**src/rtl/cond_jump_pc_unit.sv**
```systemverilog
// Program counter with a registered conditional-jump request for a teaching CPU.
// Optional saturating jump counter is enabled by defining JUMP_COUNT_EN.
module cond_jump_pc_unit #(
  parameter int PC_W  = 2,
  parameter int CNT_W = 8
) (
  input  logic            clk,
  input  logic            rst,
  input  logic            a0,
  input  logic            b0,
  input  logic            status,
  input  logic            enable,
  output logic [PC_W-1:0] pc,
  output logic            jump_taken
`ifdef JUMP_COUNT_EN
  ,
  output logic [CNT_W-1:0] jump_count
`endif
);

  logic            cond;
  logic [PC_W-1:0] tgt;
  logic [PC_W-1:0] pc_next;
  logic            jump_next;

  // Jump is requested for opcode 2'b10 when the ALU flag is clear.
  assign cond = b0 & ~a0 & ~status;

  always_comb begin
    tgt    = '0;
    tgt[1] = b0 & enable;
    tgt[0] = a0 & enable;
  end

  always_comb begin
    pc_next   = pc;
    jump_next = jump_taken;
    if (enable) begin
      jump_next = cond;
      if (jump_taken) pc_next = tgt;
      else            pc_next = pc + PC_W'(1);
    end
  end

  always_ff @(posedge clk) begin
    if (rst) begin
      pc         <= '0;
      jump_taken <= 1'b0;
    end else begin
      pc         <= pc_next;
      jump_taken <= jump_next;
    end
  end

`ifdef JUMP_COUNT_EN
  always_ff @(posedge clk) begin
    if (rst)
      jump_count <= '0;
    else if (enable && jump_taken && (jump_count != '1))
      jump_count <= jump_count + CNT_W'(1);
  end
`endif

endmodule

```
**config.mk**
```make
export PLATFORM = sky130hd
export DESIGN_NAME = cond_jump_pc_unit
export DESIGN_NICKNAME = d
export VERILOG_FILES = /design/src/rtl/cond_jump_pc_unit.sv
export SDC_FILE = /design/constraint.sdc
export NUM_CORES = 1
export LEC_CHECK = 0
export CORE_AREA = 2 2 39 41
export DETAILED_ROUTE_END_ITERATION = 16
export DIE_AREA = 0 0 41 43
export GPL_TIMING_DRIVEN = 0
export HOLD_SLACK_MARGIN = 0.1
export PLACE_DENSITY = 0.41
export SYNTH_ARGS = -nofsm -noshare
export SYNTH_HDL_FRONTEND = slang
export SYNTH_SLANG_ARGS = --single-unit
```
**constraint.sdc**
```tcl
create_clock -name clk -period 0.8 [get_ports clk]
set_clock_uncertainty 0.05 [all_clocks]
set_input_delay 0.24 -clock clk [delete_from_list [all_inputs] [get_ports clk]]
set_output_delay 0.24 -clock clk [all_outputs]
set_load 0.01 [all_outputs]
```
==> impl_metrics.yaml <==
setup_path:
  crit_buf_inv: 1
  end_kind: "output port"
  worstPathRequired_ns: 0.51
  cp_data_arrival_time_ns: 0.70
  slowest_delay_ns: 0.35
  crit_type: "reg -> out"
  worstPathMaxFanout: 4
  slowest_stage: "dfxtp_4"
  crit_chain: "buf_6"
  critPathLaunchType: "flip-flop"
  critPathTopFamily: "flip-flops"
power_and_ir_drop:
  p_leak_nw: 0.133
  p_total_uw: 529
  ir_drop_mv: 0.733
  power_density_mw_per_mm2: 1680
status:
  failed_checks: "negative setup slack"
  status: "complete, but fails checks"
global_routing:
  grt_max_degree: 7
  grt.overflow.total: 0
  grt_pass1_vias: 194
  antenna_found_initial: 0
  grt_pass1_wl_um: 800
  track_usage_pct: 7.32
clock_network:
  htree_levels: 1
  clk_latency_ns: 0.23
  clk_path_buf_depth: 2
  clkTransAtPathRegs_ns: 0.04
  cts_tree: "built"
  holdBufCountCts: 0
  cts_made_buffers: 3
  cts.sinks: 3
  root_buffer: "clkbuf_4"
synth:
  synth_fa_ha_area_share_pct: 0
  synth_common_cells: "3 x a21oi_1, 3 x dfxtp_1, 2 x nand2_1, 2 x nand2b_1, 2 x o21ai_0"
  synth_flop_cell: "dfxtp_1"
  yosys.cell_types.count: 10
  synth_mux_area_share_pct: 0
  synth_largest_area_cell: "dfxtp_1"
  syn-num-nets: 23
  yosys.area_share.simple_pct: 31.2
  synth_top_area_share_pct: 44.0
  synth_edf_count: 0
  synth-compound-area-share_pct: 24.8
  synth_top_family_by_area: "simple AND/OR/NAND/NOR gates"
  syn-cell-area_sq_um: 136
  ys_warn_count: 0
  synthArstFlopShare_pct: 0
  synth_xor_area_share_pct: 0
  synth_cells: 17
  ys_seq_area_share_pct: 44.0
  postSynthAreaPerCell_sq_um: 8.02
  ys_ff_latch: 3
  synth_top_cells_by_area: "dfxtp_1 44%, a21oi_1 11%, nand2b_1 9.2%"
floorplan:
  die_area_sq_mm: 0.00176
  ios: 9
  die_x_um: 41
  fp.dieH_um: 43
  initial_core_util_pct: 9.86
  num_rows: 14
  coreArea_sq_mm: 0.00138
layout:
  multiInputGateArea_sq_um: 81.3
  fin_nets: 41
  syn_to_final_growth_pct: 130
  stdcell_area_sq_um: 314
  n_antenna_cell: 0
  fillers: 154
  seqCellArea_sq_um: 66.3
  layoutNonFillerInstCount: 50
  final_util_pct: 22.7
  drive_above_1_share_pct: 44.1
route:
  via_count: 187
  wl_per_cell_um: 8.88
  drc_errors: 0
  drt_iter0_markers: 3
  drt_pass1_iterations: 2
  routed_wl_um: 444
  viasPerCell: 3.74
  route.antenna.remaining_nets: 0
timing:
  holdWs_ns: 0.355
  rsz0062_at_grt: "true"
  setup_viol: 5
  period_share_pct: 123
  slew_headroom_pct: 86.5
  tns_ns: -0.788
  drv_slew: 0
  fmax_ghz: 1.01
  min_period_ns: 0.987
  setup_ws_ns: -0.187
  worst_pin_slew_ns: 0.201
  hold_viol_final: 0
place:
  placed_area_sq_um: 239
  dp.cells: 41
  place_ws_ns: -0.479
  io_buffers: 8
  place.gp.congestion: 0.629
flow_run:
  max_cap_viol_count: 0
hold_path:
  min_path_type: "in -> reg"
## area by class of cell
type	count	share of cell area, %
timing repair buffer	13	38.2
multi-input combinational	14	25.9
sequential	3	21.1
clock buffer	4	8.37
tap	16	6.37
## routing by layer
layer | up-vias | global-route usage, % | part of all wire [%]
met5 | - | 0 | 0
met4 | 0 | 2.00 | 0
met3 | 0 | 7.85 | 11
met2 | 9 | 9.38 | 45
met1 | 84 | 8.01 | 44
li1 | 94 | - | -
## worst paths after layout
kind	from	to	slack [ns]	depth (start not counted)
min reg2reg	pc[0]	pc[0]	0.50	2
max reg2reg	jump_taken	pc[1]	-0.15	4
min	status	jump_taken	0.35	4
max	jump_taken	jump_taken	-0.19	1
## cell families after synthesis
logic type,Yosys count
AND/OR/NAND/NOR,8
AO/OA/AOI/OAI,6
flip-flops,3
## state kept, by name (all words and copies together) (netlist names)
signal and count:
jump_taken 1, pc 2
## where the power goes
part	total (mW)	leakage, nW	switching, mW	internal [mW]
sequential	0.166	0.0261	0.00749	0.159
clock	0.270	0.0150	0.0829	0.187
combinational	0.0924	0.0923	0.0336	0.0588
total	0.529	0.133	0.124	0.405
## layout by cell type (no fill, tap or decap), types with 2 or more instances in the layout
cell type and n:
clkbuf_4 3, dfxtp_2 2, buf_6 4, nand2_1 2
a21oi_1 3, buf_4 4, nand2b_1 2, dlygate4sd2_1 4
## timing repair
| item | in CTS | in global routing |
|---|---|---|
| gates cloned | 0 | 0 |
| gates resized for setup | 23 | 0 |
| endpoints found under the setup margin | 6 | 6 |
| buffers inserted | 5 | 0 |
| pin swaps | 8 | 2 |
(Power assumes the default switching activity.)
==> RTL edit 1, RTL diff (same flow settings) <==
Add an input register stage for `a0`, `b0` and `status`, without a reset; this delays them by one clock. The other inputs are not delayed to match.
--- a/src/rtl/cond_jump_pc_unit.sv
+++ b/src/rtl/cond_jump_pc_unit.sv
@@ -19,4 +19,14 @@
 );
 
+  logic a0_q;
+  logic b0_q;
+  logic status_q;
+
+  always_ff @(posedge clk) begin
+    a0_q     <= a0;
+    b0_q     <= b0;
+    status_q <= status;
+  end
+
   logic            cond;
   logic [PC_W-1:0] tgt;
@@ -25,10 +35,10 @@
 
   // Jump is requested for opcode 2'b10 when the ALU flag is clear.
-  assign cond = b0 & ~a0 & ~status;
+  assign cond = b0_q & ~a0_q & ~status_q;
 
   always_comb begin
     tgt    = '0;
-    tgt[1] = b0 & enable;
-    tgt[0] = a0 & enable;
+    tgt[1] = b0_q & enable;
+    tgt[0] = a0_q & enable;
   end
 
Function: changed (Yosys sat finds a counterexample within 4 cycles, from zero or initial values and one cycle with rst high).
==> RTL edit 1 against the original RTL <==
  * The run still ends with setup timing left
  * Power is 29% higher
  * Cell area is 14% higher
  * Clock power is 1% lower
  * Largest power group is now registers
  * Die area stayed put
  * Sequential cell count is 3 higher
  * Worst setup slack worse by 0.00092 ns
  * Combinational power is 4.0% lower
  * Synthesized area is 44% higher
  * Wire length is 4.3% lower
==> RTL edit 1: results <==
export IMPL_status="finished with violations"
export IMPL_violations="setup timing"
export IMPL_power_internal_mw=0.544
export IMPL_crit_path_max_incr_delay_ns=0.35
export IMPL_firstDrtPassIters=4
export IMPL_layout_drive_gt1_share=0.371
export IMPL_stdcell_count=51
export IMPL_dp_slack_ns=-0.426
export IMPL_cts_buffer_depth=2
export IMPL_place_inst=44
export IMPL_slew_headroom=0.867
export IMPL_yosys_warnings=0
export IMPL_async_flop_share=0
export IMPL_clock_latency_ns=0.24
export IMPL_irDropWorstVdd_mv=0.738
export IMPL_synthCells=20
export IMPL_via_count=206
export IMPL_cellLeakagePower_nw=0.143
export IMPL_antenna_cells=0
export IMPL_grt_pass1_vias=181
export IMPL_ys_seq_area_frac=0.611
export IMPL_tns_ns=-0.795
export IMPL_htree_levels=1
export IMPL_clkSlewWorstSetupHoldPaths_ns=0.04
export IMPL_hold_class="in2reg"
export IMPL_setup_ws_ns=-0.188
export IMPL_hold_buffers=0
export IMPL_top_register="pc"
export IMPL_grt_pass1_wl_um=717
export IMPL_synth_ff_type="dfxtp_1"
export IMPL_cts_buffers=3
export IMPL_crit_path_top_delay_cell="dfxtp_4"
export IMPL_antenna_found_initial=0
export IMPL_worstPathArrival_ns=0.70
export IMPL_grtUsageTotal=0.0653
export IMPL_synth_net_count=26
export IMPL_fin_nets=43
export IMPL_netlist_top_cells_count="6 x dfxtp_1, 3 x a21oi_1, 2 x nand2_1, 2 x nand2b_1, 2 x o21ai_0"
export IMPL_finalSetupViolations=5
export IMPL_cp_max_fo=4
export IMPL_synth_area_leaders="dfxtp_1 61%, a21oi_1 7.6%, nand2b_1 6.4%, o21ai_0 5.1%, a311oi_1 4.5%"
export IMPL_largest_reg_flops=2
export IMPL_gp_congestion=0.507
export IMPL_ant_nets=0
export IMPL_grt_max_degree=7
export IMPL_cts_root_buf="clkbuf_4"
export IMPL_drtIter0Drc=6
export IMPL_drt_wl_total_um=425
export IMPL_synth_cell_types=10
export IMPL_cp_top_family="flip-flops"
export IMPL_numPortBuffers=8
-- RTL edit 1: cell count changes after synthesis --
cell     delta
dfxtp_1     +3
-- RTL edit 1: layout make-up --
class	count	area [µm²]
Sequential cell	6	126
Timing Repair Buffer	12	113
Tap cell	16	20.0
Clock buffer	3	22.5
Multi-Input combinational cell	14	76.3
Fill cell	151	1030
-- RTL edit 1: final timing paths --
kind	cells past startpoint	slack, ns	endpoint	startpoint
hold reg to reg	2	0.43	jump_taken$_SDFFE_PP0P_	b0_q$_DFF_P_
setup reg to reg	4	-0.16	pc[1]$_SDFFE_PP0P_	jump_taken$_SDFFE_PP0P_
setup / recovery	1	-0.19	jump_taken	jump_taken$_SDFFE_PP0P_
hold / removal	1	0.40	status_q$_DFF_P_	status
-- RTL edit 1: kinds of logic (layout without fill, tap and decap cells) --
logic type | after synthesis | after routing | synth area share
DFF | 6 | 6 | 0.611
and+or+nand+nor | 8 | 8 | 0.217
buffers and inverters | 0 | 15 | 0
AOI/OAI and AO/OA | 6 | 6 | 0.172
-- RTL edit 1: metal layers --
| layer | part of all wire | routed length [µm] | GRT usage |
|---|---|---|---|
| met1 | 0.43 | 183 | 0.0742 |
| met2 | 0.42 | 178 | 0.0750 |
| met3 | 0.13 | 56 | 0.0471 |
| met4 | 0.014 | 6 | 0.0600 |
| met5 | 0 | 0 | 0 |
-- RTL edit 1: power by group through the flow --
stage	Sequential (mW)	Clock (mW)	Combinational (mW)
after global routing	0.328	0.305	0.0978
after global placement	0.336	0	0.0691
after detailed placement	0.336	0	0.0702
after CTS	0.327	0.281	0.0883
after floorplan	0.338	0	0.0182
final	0.327	0.266	0.0887
-- RTL edit 1: repair_timing --
action                                  in CTS  in global routing
buffers inserted                             4                  0
pin swaps                                    1                  1
endpoints found under the hold margin        0                  0
endpoints found under the setup margin       6                  6
gates resized for setup                     18                  1
-- RTL edit 1: worst reg2reg max path, cell delays in order (launching register included) --
cell     delay, ns
dfxtp_4       0.35
buf_4         0.14
and2_1        0.13
o21ai_1       0.11
a21oi_1       0.07
-- RTL edit 1: through the flow --
step,utilization,cell area (µm²)
2_1_floorplan,-,199
3_3_place_gp,0.216,299
3_5_place_dp,0.216,299
4_1_cts,0.259,358
5_1_grt,0.259,358
6_report,0.259,358
==> RTL edit 2, RTL diff (same settings) <==
Made on the original files. `PC_W`: 2 -> 3.
--- a/src/rtl/cond_jump_pc_unit.sv
+++ b/src/rtl/cond_jump_pc_unit.sv
@@ -2,5 +2,5 @@
 // Optional saturating jump counter is enabled by defining JUMP_COUNT_EN.
 module cond_jump_pc_unit #(
-  parameter int PC_W  = 2,
+  parameter int PC_W  = 3,
   parameter int CNT_W = 8
 ) (
Interface: changed (resized pc); port bits go from 9 to 10. No check against the original RTL was run, so the function may have changed too.
==> RTL edit 2 against the original RTL <==
  * The flow still finishes with violations (setup timing)
  * Wire length rose by 11%
  * Cell count fell by 2.0%
  * Sequential share of layout area rose by 3.1 points
  * Register-to-register slack got worse by 0.06 ns
  * Power rose by 17%
  * Synthesized cell count rose by 18%
  * Sequential power rose by 36%
  * Worst setup slack got worse by 0.019 ns
  * Synthesized area rose by 61%
  * Sequential cell count rose by 1
  * Maximum frequency fell by 1.9%
  * Cell area rose by 22%
  * Largest cell class is now multi-input gates
  * Highest routed layer is now met4
==> RTL edit 2: results <==
export IMPL_status="finished with violations"
export IMPL_violations="setup timing"
export IMPL_cts_buffer_depth=2
export IMPL_clkSlewWorstSetupHoldPaths_ns=0.04
export IMPL_tns_ns=-1.35
export IMPL_drtIter0Drc=2
export IMPL_timing_rr_start="pc[0]$_SDFFE_PP0P_"
export IMPL_synth_area_leaders="dfxtp_1 36%, a221oi_2 6.8%, a311oi_2 6.8%, a211oi_2 5.7%, ha_1 5.7%"
export IMPL_hold_viol_final=0
export IMPL_irDropWorstVdd_mv=0.515
export IMPL_gp_congestion=0.637
export IMPL_whs_endpoint="pc[1]$_SDFFE_PP0P_"
export IMPL_numPortBuffers=8
export IMPL_grt_max_degree=10
export IMPL_synth_cell_types=15
export IMPL_layout_drive_gt1_share=0.515
export IMPL_finalSetupViolations=7
export IMPL_cp_max_fo=4
export IMPL_worst_slew_pin_slew_ns=0.241
export IMPL_yosys_warnings=0
export IMPL_cts_buffers=3
export IMPL_reg2reg_depth=3
export IMPL_min_path_cells=2
export IMPL_clock_latency_ns=0.24
export IMPL_dp_slack_ns=-0.390
export IMPL_async_flop_share=0
export IMPL_setup_ws_ns=-0.206
export IMPL_hold_class="in2reg"
export IMPL_antenna_found_initial=0
export IMPL_reg_top3="pc: 3 flops, jump_taken: 1 flops"
export IMPL_synth_net_count=27
export IMPL_wl_per_cell_um=10.0
export IMPL_grtUsageTotal=0.0772
export IMPL_fin_nets=41
export IMPL_synthCells=20
export IMPL_via_count=195
export IMPL_r2r_end="pc[2]$_SDFFE_PP0P_"
export IMPL_netlist_top_cells_count="4 x dfxtp_1, 2 x nand2b_1, 2 x nor2_1"
export IMPL_firstDrtPassIters=3
export IMPL_post_dp_cell_area_um2=344
export IMPL_ys_seq_area_frac=0.364
export IMPL_htree_levels=1
export IMPL_antenna_cells=0
export IMPL_place_inst=44
export IMPL_viasPerCell=3.98
export IMPL_worstPathArrival_ns=1.11
export IMPL_cellLeakagePower_nw=0.142
export IMPL_grt_pass1_vias=194
export IMPL_cts_root_buf="clkbuf_4"
export IMPL_holdCritStartpoint="enable"
export IMPL_grt_pass1_wl_um=793
## RTL edit 2: worst max-delay path by stage
stage	startpoint	endpoint	slack, ns	cells after the start
3_3_place_gp	jump_taken$_SDFFE_PP0P_	jump_taken	-0.39	1
3_5_place_dp	jump_taken$_SDFFE_PP0P_	jump_taken	-0.39	1
2_1_floorplan	pc[1]$_SDFFE_PP0P_	pc[2]$_SDFFE_PP0P_	-0.18	3
4_1_cts	pc[0]$_SDFFE_PP0P_	pc[0]	-0.22	1
5_1_grt	jump_taken$_SDFFE_PP0P_	pc[0]$_SDFFE_PP0P_	-0.24	3
6_report	pc[0]$_SDFFE_PP0P_	pc[2]$_SDFFE_PP0P_	-0.21	3
## RTL edit 2: layout make-up
class / instances / area (µm²)
sequential: 4 / 92.6
tap: 16 / 20.0
buffer: 1 / 11.3
timing repair buffer: 9 / 91.3
clock buffer: 4 / 26.3
multi-input combinational: 15 / 141
fill: 146 / 1000
## RTL edit 2: per-layer routing
layer  vias to the layer above  routed length [µm]  GRT usage
met2                         9                 216     0.0844
met4                         0                  18      0.120
li1                        101                   -          -
met3                         2                  26     0.0314
met5                         -                   0          0
met1                        83                 229     0.0831
## RTL edit 2: cell families after synthesis
family,count (synthesis),synth area share
adder cells (fa/ha/maj),1,0.0568
multiplexers,1,0.0455
AO/OA/AOI/OAI,5,0.261
buffers and inverters,1,0.0511
flip-flops,4,0.364
AND/OR/NAND/NOR,8,0.222
## RTL edit 2: what timing repair did
| action | in CTS | in global routing |
|---|---|---|
| setup buffers | 1 | 0 |
| setup endpoints to repair | 8 | 8 |
| pin swaps | 2 | 1 |
| resized for setup | 26 | 0 |
## RTL edit 2: where the power goes
group / internal (mW) / total, mW / switching (mW)
clock network: 0.188 / 0.291 / 0.102
registers: 0.209 / 0.225 / 0.0157
logic: 0.0639 / 0.105 / 0.0410
## RTL edit 2: worst max-delay path, stage by stage, from the launching register on
cell	delay [ns]
dfxtp_4	0.35
ha_4	0.15
a21bo_1	0.16
a221oi_2	0.19
## RTL edit 2: through the flow
stage,hold WS (ns),power [mW]
2_1_floorplan,0.245,0.281
6_report,0.164,0.620
4_1_cts,0.159,0.640
3_5_place_dp,0.417,0.336
5_1_grt,0.176,0.655
3_3_place_gp,0.411,0.334
